## config.mk

```make
export PLATFORM = sky130hd
export DESIGN_NAME = seq_decoder_n
export DESIGN_NICKNAME = d
export VERILOG_FILES = /design/src/rtl/seq_decoder_n.sv
export SDC_FILE = /design/constraint.sdc
export NUM_CORES = 1
export LEC_CHECK = 0
export CORE_AREA = 8 8 56 69
export DETAILED_ROUTE_END_ITERATION = 10
export DIE_AREA = 0 0 64 77
export PLACE_DENSITY_LB_ADDON = 0.08
export SLEW_MARGIN = 5
export SYNTH_ARGS = -nofsm -noshare
export SYNTH_HDL_FRONTEND = slang
export SYNTH_SLANG_ARGS = --single-unit
```

## constraint.sdc

```tcl
create_clock -name clk -period 1.98 [get_ports clk]
set_input_delay 0.297 -clock clk [delete_from_list [all_inputs] [get_ports clk]]
set_output_delay 0.297 -clock clk [all_outputs]
set_load 0.05 [all_outputs]
```

## src/rtl/seq_decoder_n.sv

```systemverilog
// Binary code decoder with one-hot, thermometer and timed scan output modes.
// Latency 1 cycle from accept to out; in_ready drops while scanning or when en is low.
module seq_decoder_n #(
    parameter int IN_W       = 2,
    parameter int SCAN_DWELL = 4
) (
    input  logic                 clk,
    input  logic                 rst_n,
    input  logic                 en,
    input  logic                 in_valid,
    output logic                 in_ready,
    input  logic [IN_W-1:0]      in_code,
    input  logic [1:0]           in_mode,
    output logic [2**IN_W-1:0]   out,
    output logic                 out_valid,
    output logic                 busy,
    output logic                 err
);
    localparam int OUT_W = 2**IN_W;

    localparam logic [0:0] ST_IDLE = 1'b0;
    localparam logic [0:0] ST_SCAN = 1'b1;

    localparam logic [1:0] MODE_ONEHOT = 2'b00;
    localparam logic [1:0] MODE_THERM  = 2'b01;
    localparam logic [1:0] MODE_SCAN   = 2'b10;
    localparam logic [1:0] MODE_RSVD   = 2'b11;

    // Dwell counter only ever reaches SCAN_DWELL-1 (max 254), so 8 bits never wrap.
    localparam logic [7:0] DWELL_LAST = 8'(SCAN_DWELL - 1);

    logic [0:0]       state;
    logic [7:0]       dwell_cnt;
    logic [IN_W-1:0]  step;
    logic [IN_W-1:0]  last_step;
    logic [IN_W-1:0]  step_nxt;
    logic [OUT_W-1:0] onehot;
    logic [OUT_W-1:0] therm;
    logic             accept;
    logic             dwell_done;

    assign in_ready   = (state == ST_IDLE) && en;
    assign busy       = (state == ST_SCAN);
    assign accept     = in_valid && in_ready;
    assign dwell_done = (dwell_cnt == DWELL_LAST);
    // step_nxt is only used while step < last_step, so the increment cannot overflow.
    assign step_nxt   = step + IN_W'(1);

    // Thermometer derived from the one-hot avoids a 2**IN_W+1 bit intermediate.
    assign onehot = OUT_W'(1) << in_code;
    assign therm  = onehot | (onehot - OUT_W'(1));

    always_ff @(posedge clk or negedge rst_n) begin
        if (!rst_n) begin
            state     <= ST_IDLE;
            dwell_cnt <= '0;
            step      <= '0;
            last_step <= '0;
            out       <= '0;
            out_valid <= 1'b0;
            err       <= 1'b0;
        end else if (!en) begin
            out_valid <= 1'b0;
        end else begin
            out_valid <= 1'b0;
            if (accept) begin
                err       <= (in_mode == MODE_RSVD);
                out_valid <= 1'b1;
                case (in_mode)
                    MODE_THERM: out <= therm;
                    MODE_SCAN: begin
                        out       <= OUT_W'(1);
                        state     <= ST_SCAN;
                        step      <= '0;
                        last_step <= in_code;
                        dwell_cnt <= '0;
                    end
                    default: out <= onehot;
                endcase
            end else if (state == ST_SCAN) begin
                if (!dwell_done) begin
                    dwell_cnt <= dwell_cnt + 8'd1;
                end else if (step == last_step) begin
                    state     <= ST_IDLE;
                    dwell_cnt <= '0;
                    step      <= '0;
                end else begin
                    step      <= step_nxt;
                    out       <= OUT_W'(1) << step_nxt;
                    out_valid <= 1'b1;
                    dwell_cnt <= '0;
                end
            end
        end
    end

    logic unused_mode_onehot;
    assign unused_mode_onehot = (MODE_ONEHOT == 2'b00);
endmodule
```

==> impl_metrics.prom <==
# TYPE chip_impl_metric gauge
chip_impl_info{name="ys_top_cells_by_area",value="sky130_fd_sc_hd__dfrtp_1 43%, sky130_fd_sc_hd__ha_1 9.1%, sky130_fd_sc_hd__mux2i_1 6.4%"} 1
chip_impl_metric{name="synth.yosys.seq_area_share",unit="%"} 43.23
chip_impl_metric{name="route.detailed.drc",unit=""} 0
chip_impl_metric{name="synth-edff-count",unit=""} 0
chip_impl_info{name="worstSetupStartpointType",value="flop"} 1
chip_impl_metric{name="finalMaxSlewViolations",unit=""} 0
chip_impl_info{name="hold_class",value="in2async"} 1
chip_impl_metric{name="synth-warning-count",unit=""} 0
chip_impl_metric{name="postLayoutCellArea",unit="mm^2"} 0.001380
chip_impl_metric{name="timing.critical_path.slowest_cell_delay",unit="ns"} 0.81
chip_impl_info{name="clockRootBuffer",value="sky130_fd_sc_hd__clkbuf_4"} 1
chip_impl_metric{name="clock_path_buffers",unit=""} 2
chip_impl_metric{name="peakVddDrop",unit="uV"} 576.9
chip_impl_metric{name="ant_nets",unit=""} 0
chip_impl_metric{name="synth_nets",unit=""} 124
chip_impl_info{name="crit_chain",value="clkdlybuf4s50_1"} 1
chip_impl_metric{name="synthDistinctLibCells",unit=""} 30
chip_impl_metric{name="fin_crit_share",unit="%"} 90.29
chip_impl_metric{name="io_pins",unit=""} 16
chip_impl_metric{name="synth_largest_type_area_fraction",unit="%"} 43.23
chip_impl_info{name="timing_worst_setup_path_type",value="reg2out"} 1
chip_impl_metric{name="cp_data_required_time",unit="ns"} 1.68
chip_impl_metric{name="ys_async_sr_fraction",unit="%"} 100.0
chip_impl_metric{name="place.gp.congestion",unit=""} 0.7780
chip_impl_metric{name="tritoncts_buffer_count",unit=""} 3
chip_impl_metric{name="port-buffer-count",unit=""} 15
chip_impl_metric{name="chipWidth",unit="um"} 64
chip_impl_metric{name="drive_above_1_share",unit="%"} 15.04
chip_impl_metric{name="syn-mean-instance-area",unit="um^2"} 10.18
chip_impl_metric{name="max_freq",unit="GHz"} 0.5594
chip_impl_metric{name="path_clk_slew",unit="ns"} 0.12
chip_impl_metric{name="rows",unit=""} 22
chip_impl_metric{name="post_cts_hold_buffers",unit=""} 0
chip_impl_info{name="run_status",value="finished clean"} 1
chip_impl_metric{name="cp_num_buf_inv",unit=""} 1
chip_impl_metric{name="static-leakage-power",unit="nW"} 0.6429
chip_impl_metric{name="insertedDiodeCount",unit=""} 0
chip_impl_metric{name="timing_worst_slew_pin_value",unit="ns"} 0.5077
chip_impl_metric{name="place_hpwl",unit="mm"} 1.804
chip_impl_metric{name="initial_core_util",unit="%"} 38.79
chip_impl_metric{name="dieHeight",unit="um"} 77
chip_impl_metric{name="design.die.area",unit="mm^2"} 0.004928
chip_impl_info{name="path_delay_family",value="buffers and inverters"} 1
chip_impl_metric{name="post-cts-setup-buffer-count",unit=""} 0
chip_impl_metric{name="vias",unit=""} 861
chip_impl_metric{name="overflow",unit=""} 0
chip_impl_metric{name="core_area",unit="mm^2"} 0.002835
chip_impl_info{name="tritoncts",value="built"} 1
chip_impl_metric{name="dr.pass1.iters",unit=""} 4
chip_impl_metric{name="setup-tns-final",unit="ns"} 0
chip_impl_metric{name="netlist_area",unit="mm^2"} 0.001100
chip_impl_metric{name="antenna_found_initial",unit=""} 0
chip_impl_metric{name="clock_skew",unit="ns"} 0.005039
chip_impl_info{name="slowest_stage",value="sky130_fd_sc_hd__clkdlybuf4s50_1"} 1
chip_impl_metric{name="area_growth_syn_to_layout",unit="%"} 25.48
chip_impl_metric{name="fin_nets",unit=""} 150
chip_impl_metric{name="timing.slew.headroom",unit="%"} 66.05
chip_impl_metric{name="initialDrtViolationCount",unit=""} 26
chip_impl_metric{name="routed_wl",unit="mm"} 2.313
chip_impl_metric{name="timing.final.setup_violations",unit=""} 0
chip_impl_info{name="synthDominantAreaCellType",value="sky130_fd_sc_hd__dfrtp_1"} 1
chip_impl_metric{name="timing_hold_violations_final",unit=""} 0
chip_impl_metric{name="clock_tree.htree_level_count",unit=""} 1
chip_impl_metric{name="grt_resource_usage_total",unit="%"} 10.84
chip_impl_metric{name="drt-vias-per-instance",unit=""} 5.095
chip_impl_metric{name="placedInstanceArea",unit="mm^2"} 0.001350
chip_impl_info{name="synth_top_flop_cell",value="sky130_fd_sc_hd__dfrtp_1"} 1
chip_impl_metric{name="detail_route.wl_per_cell",unit="um"} 13.69
chip_impl_metric{name="synthesized_flop_and_latch_total",unit=""} 19
chip_impl_metric{name="max-cap-violations",unit=""} 0
chip_impl_metric{name="cp.arrival",unit="ns"} 1.49
chip_impl_metric{name="final_core_util",unit="%"} 48.68
chip_impl_metric{name="grt_pass1_vias",unit=""} 911
chip_impl_metric{name="cellPowerDensity",unit="mW/mm^2"} 1339
chip_impl_metric{name="grt_first_pass_wirelength",unit="mm"} 4.305
chip_impl_info{name="end_kind",value="output pin"} 1
chip_impl_metric{name="synthesis.instances",unit=""} 108
chip_impl_metric{name="period_minus_slack",unit="ns"} 1.788
chip_impl_metric{name="clkSinkCount",unit=""} 19
chip_impl_metric{name="fillers",unit=""} 276
chip_impl_metric{name="timing.critical_path.fanout_max",unit=""} 2
chip_impl_info{name="unrepaired_setup_endpoints_after_global_routing",value="no"} 1
chip_impl_metric{name="maximum_number_of_pins_on_one_net_before_global_route_repair",unit=""} 20
chip_impl_metric{name="clk-insertion-delay-late",unit="ns"} 0.31
==> flip-flops by register name, summed over array words and instances, names as in the netlist <==
register,cells
out,4
dwell_cnt,8
last_step,2
out_valid,1
busy,1
step,2
err,1
==> cell usage in the layout, fill, tap and decap left out <==
master and n:
sky130_fd_sc_hd__a221oi_1 1, sky130_fd_sc_hd__and2_1 1, sky130_fd_sc_hd__o21ai_0 3, sky130_fd_sc_hd__mux2_2 2, sky130_fd_sc_hd__dlymetal6s2s_1 1, sky130_fd_sc_hd__a32o_1 1, sky130_fd_sc_hd__nand2_1 13, sky130_fd_sc_hd__nand3_1 2
sky130_fd_sc_hd__nand3b_1 1, sky130_fd_sc_hd__clkdlybuf4s50_1 13, sky130_fd_sc_hd__buf_4 6, sky130_fd_sc_hd__nor4_4 1, sky130_fd_sc_hd__nor3_1 5, sky130_fd_sc_hd__a21oi_2 1, sky130_fd_sc_hd__clkinv_2 1, sky130_fd_sc_hd__nor3b_2 1
sky130_fd_sc_hd__mux2i_1 7, sky130_fd_sc_hd__ha_1 8, sky130_fd_sc_hd__mux2_4 1, sky130_fd_sc_hd__inv_1 7, sky130_fd_sc_hd__nor4_1 2, sky130_fd_sc_hd__o22ai_1 1, sky130_fd_sc_hd__a21oi_1 5, sky130_fd_sc_hd__xor2_1 2
sky130_fd_sc_hd__nand2_2 1, sky130_fd_sc_hd__nand4_1 1, sky130_fd_sc_hd__o2111ai_2 1, sky130_fd_sc_hd__nor2_1 12, sky130_fd_sc_hd__nand2b_1 1, sky130_fd_sc_hd__xnor2_1 5, sky130_fd_sc_hd__buf_12 1, sky130_fd_sc_hd__clkbuf_4 3
sky130_fd_sc_hd__o41ai_1 1, sky130_fd_sc_hd__dfrtp_1 19, sky130_fd_sc_hd__o211ai_1 1, sky130_fd_sc_hd__a21oi_4 1
==> what timing repair did <==
action / CTS / global route
endpoints found under the setup margin: 0 / 1
resized for setup: 0 / 1
hold endpoints to repair: 0 / 0
==> final cells by class <==
| type | instances | area [um^2] | share of cell area [%] |
|---|---|---|---|
| Clock inverter | 1 | 5.005 | 0.3626 |
| Inverter | 7 | 26.28 | 1.904 |
| Tap cell | 36 | 45.04 | 3.264 |
| Timing Repair Buffer | 21 | 207.7 | 15.05 |
| Multi-Input combinational cell | 82 | 598.1 | 43.34 |
| Sequential cell | 19 | 475.5 | 34.45 |
| Clock buffer | 3 | 22.52 | 1.632 |
==> routing by layer <==
| layer | wire length [um] | share of wire (%) | GRT usage, % |
|---|---|---|---|
| met1 | 1014 | 44 | 12.06 |
| met2 | 1163 | 50 | 18.63 |
| met5 | 0 | 0 | 0 |
| met4 | 59 | 2.6 | 5.369 |
| met3 | 76 | 3.3 | 2.471 |
==> stage by stage <==
step | cells | setup WS (ns) | total power [mW] | hold WS (ns)
final | 169 | 0.1922 | 1.848 | 0.3084
after global routing | 169 | 0.1422 | 1.989 | 0.3294
after detailed placement | 165 | 0.04316 | 1.658 | 0.4661
after global placement | 165 | 0.05811 | 1.655 | 0.4592
after floorplan | 108 | 0.2738 | 1.335 | 0.001409
after CTS | 169 | 0.04760 | 1.879 | 0.3095
==> synth_stat cells, drive strengths merged, types with 2 or more instances <==
library cell and count:
dfrtp 19, nand2 14, nor2 12, ha 8
a21oi 7, inv 7, mux2i 7, nor3 5
xnor2 5, mux2 3, nor4 3, o21ai 3
nand3 2, xor2 2
==> report_power, final <==
part	switching (mW)	leakage, nW	internal [mW]
combinational	0.563	0.385	0.406
sequential	0.144	0.240	0.529
clock	0.130	0.0177	0.0755
==> kinds of logic (layout without fill, tap and decap cells) <==
group                    after synthesis  after routing  synth area share (%)
flip-flops                            19             19                 43.23
XOR/XNOR                               7              7                 5.575
AND/OR/NAND/NOR                       41             41                 18.89
AO/OA/AOI/OAI                         16             16                 11.04
multiplexers                          10             10                 9.784
buffers and inverters                  7             32                 2.390
adder cells (fa/ha/maj)                8              8                 9.102
==> worst paths after layout <==
| check | end | start | slack (ns) | depth (start not counted) |
|---|---|---|---|---|
| max | out[3] | out[3] | 0.19 | 1 |
| min | dwell_cnt[1] | rst_n | 0.31 | 2 |
| max reg2reg | step[1] | dwell_cnt[0] | 0.37 | 6 |
| min reg2reg | err | err | 0.49 | 2 |
| max in group asynchronous | out_valid | rst_n | 1.46 | 2 |
| min in group clk | err | err | 0.49 | 2 |
Note: power is estimated with default switching activity, not from simulation.
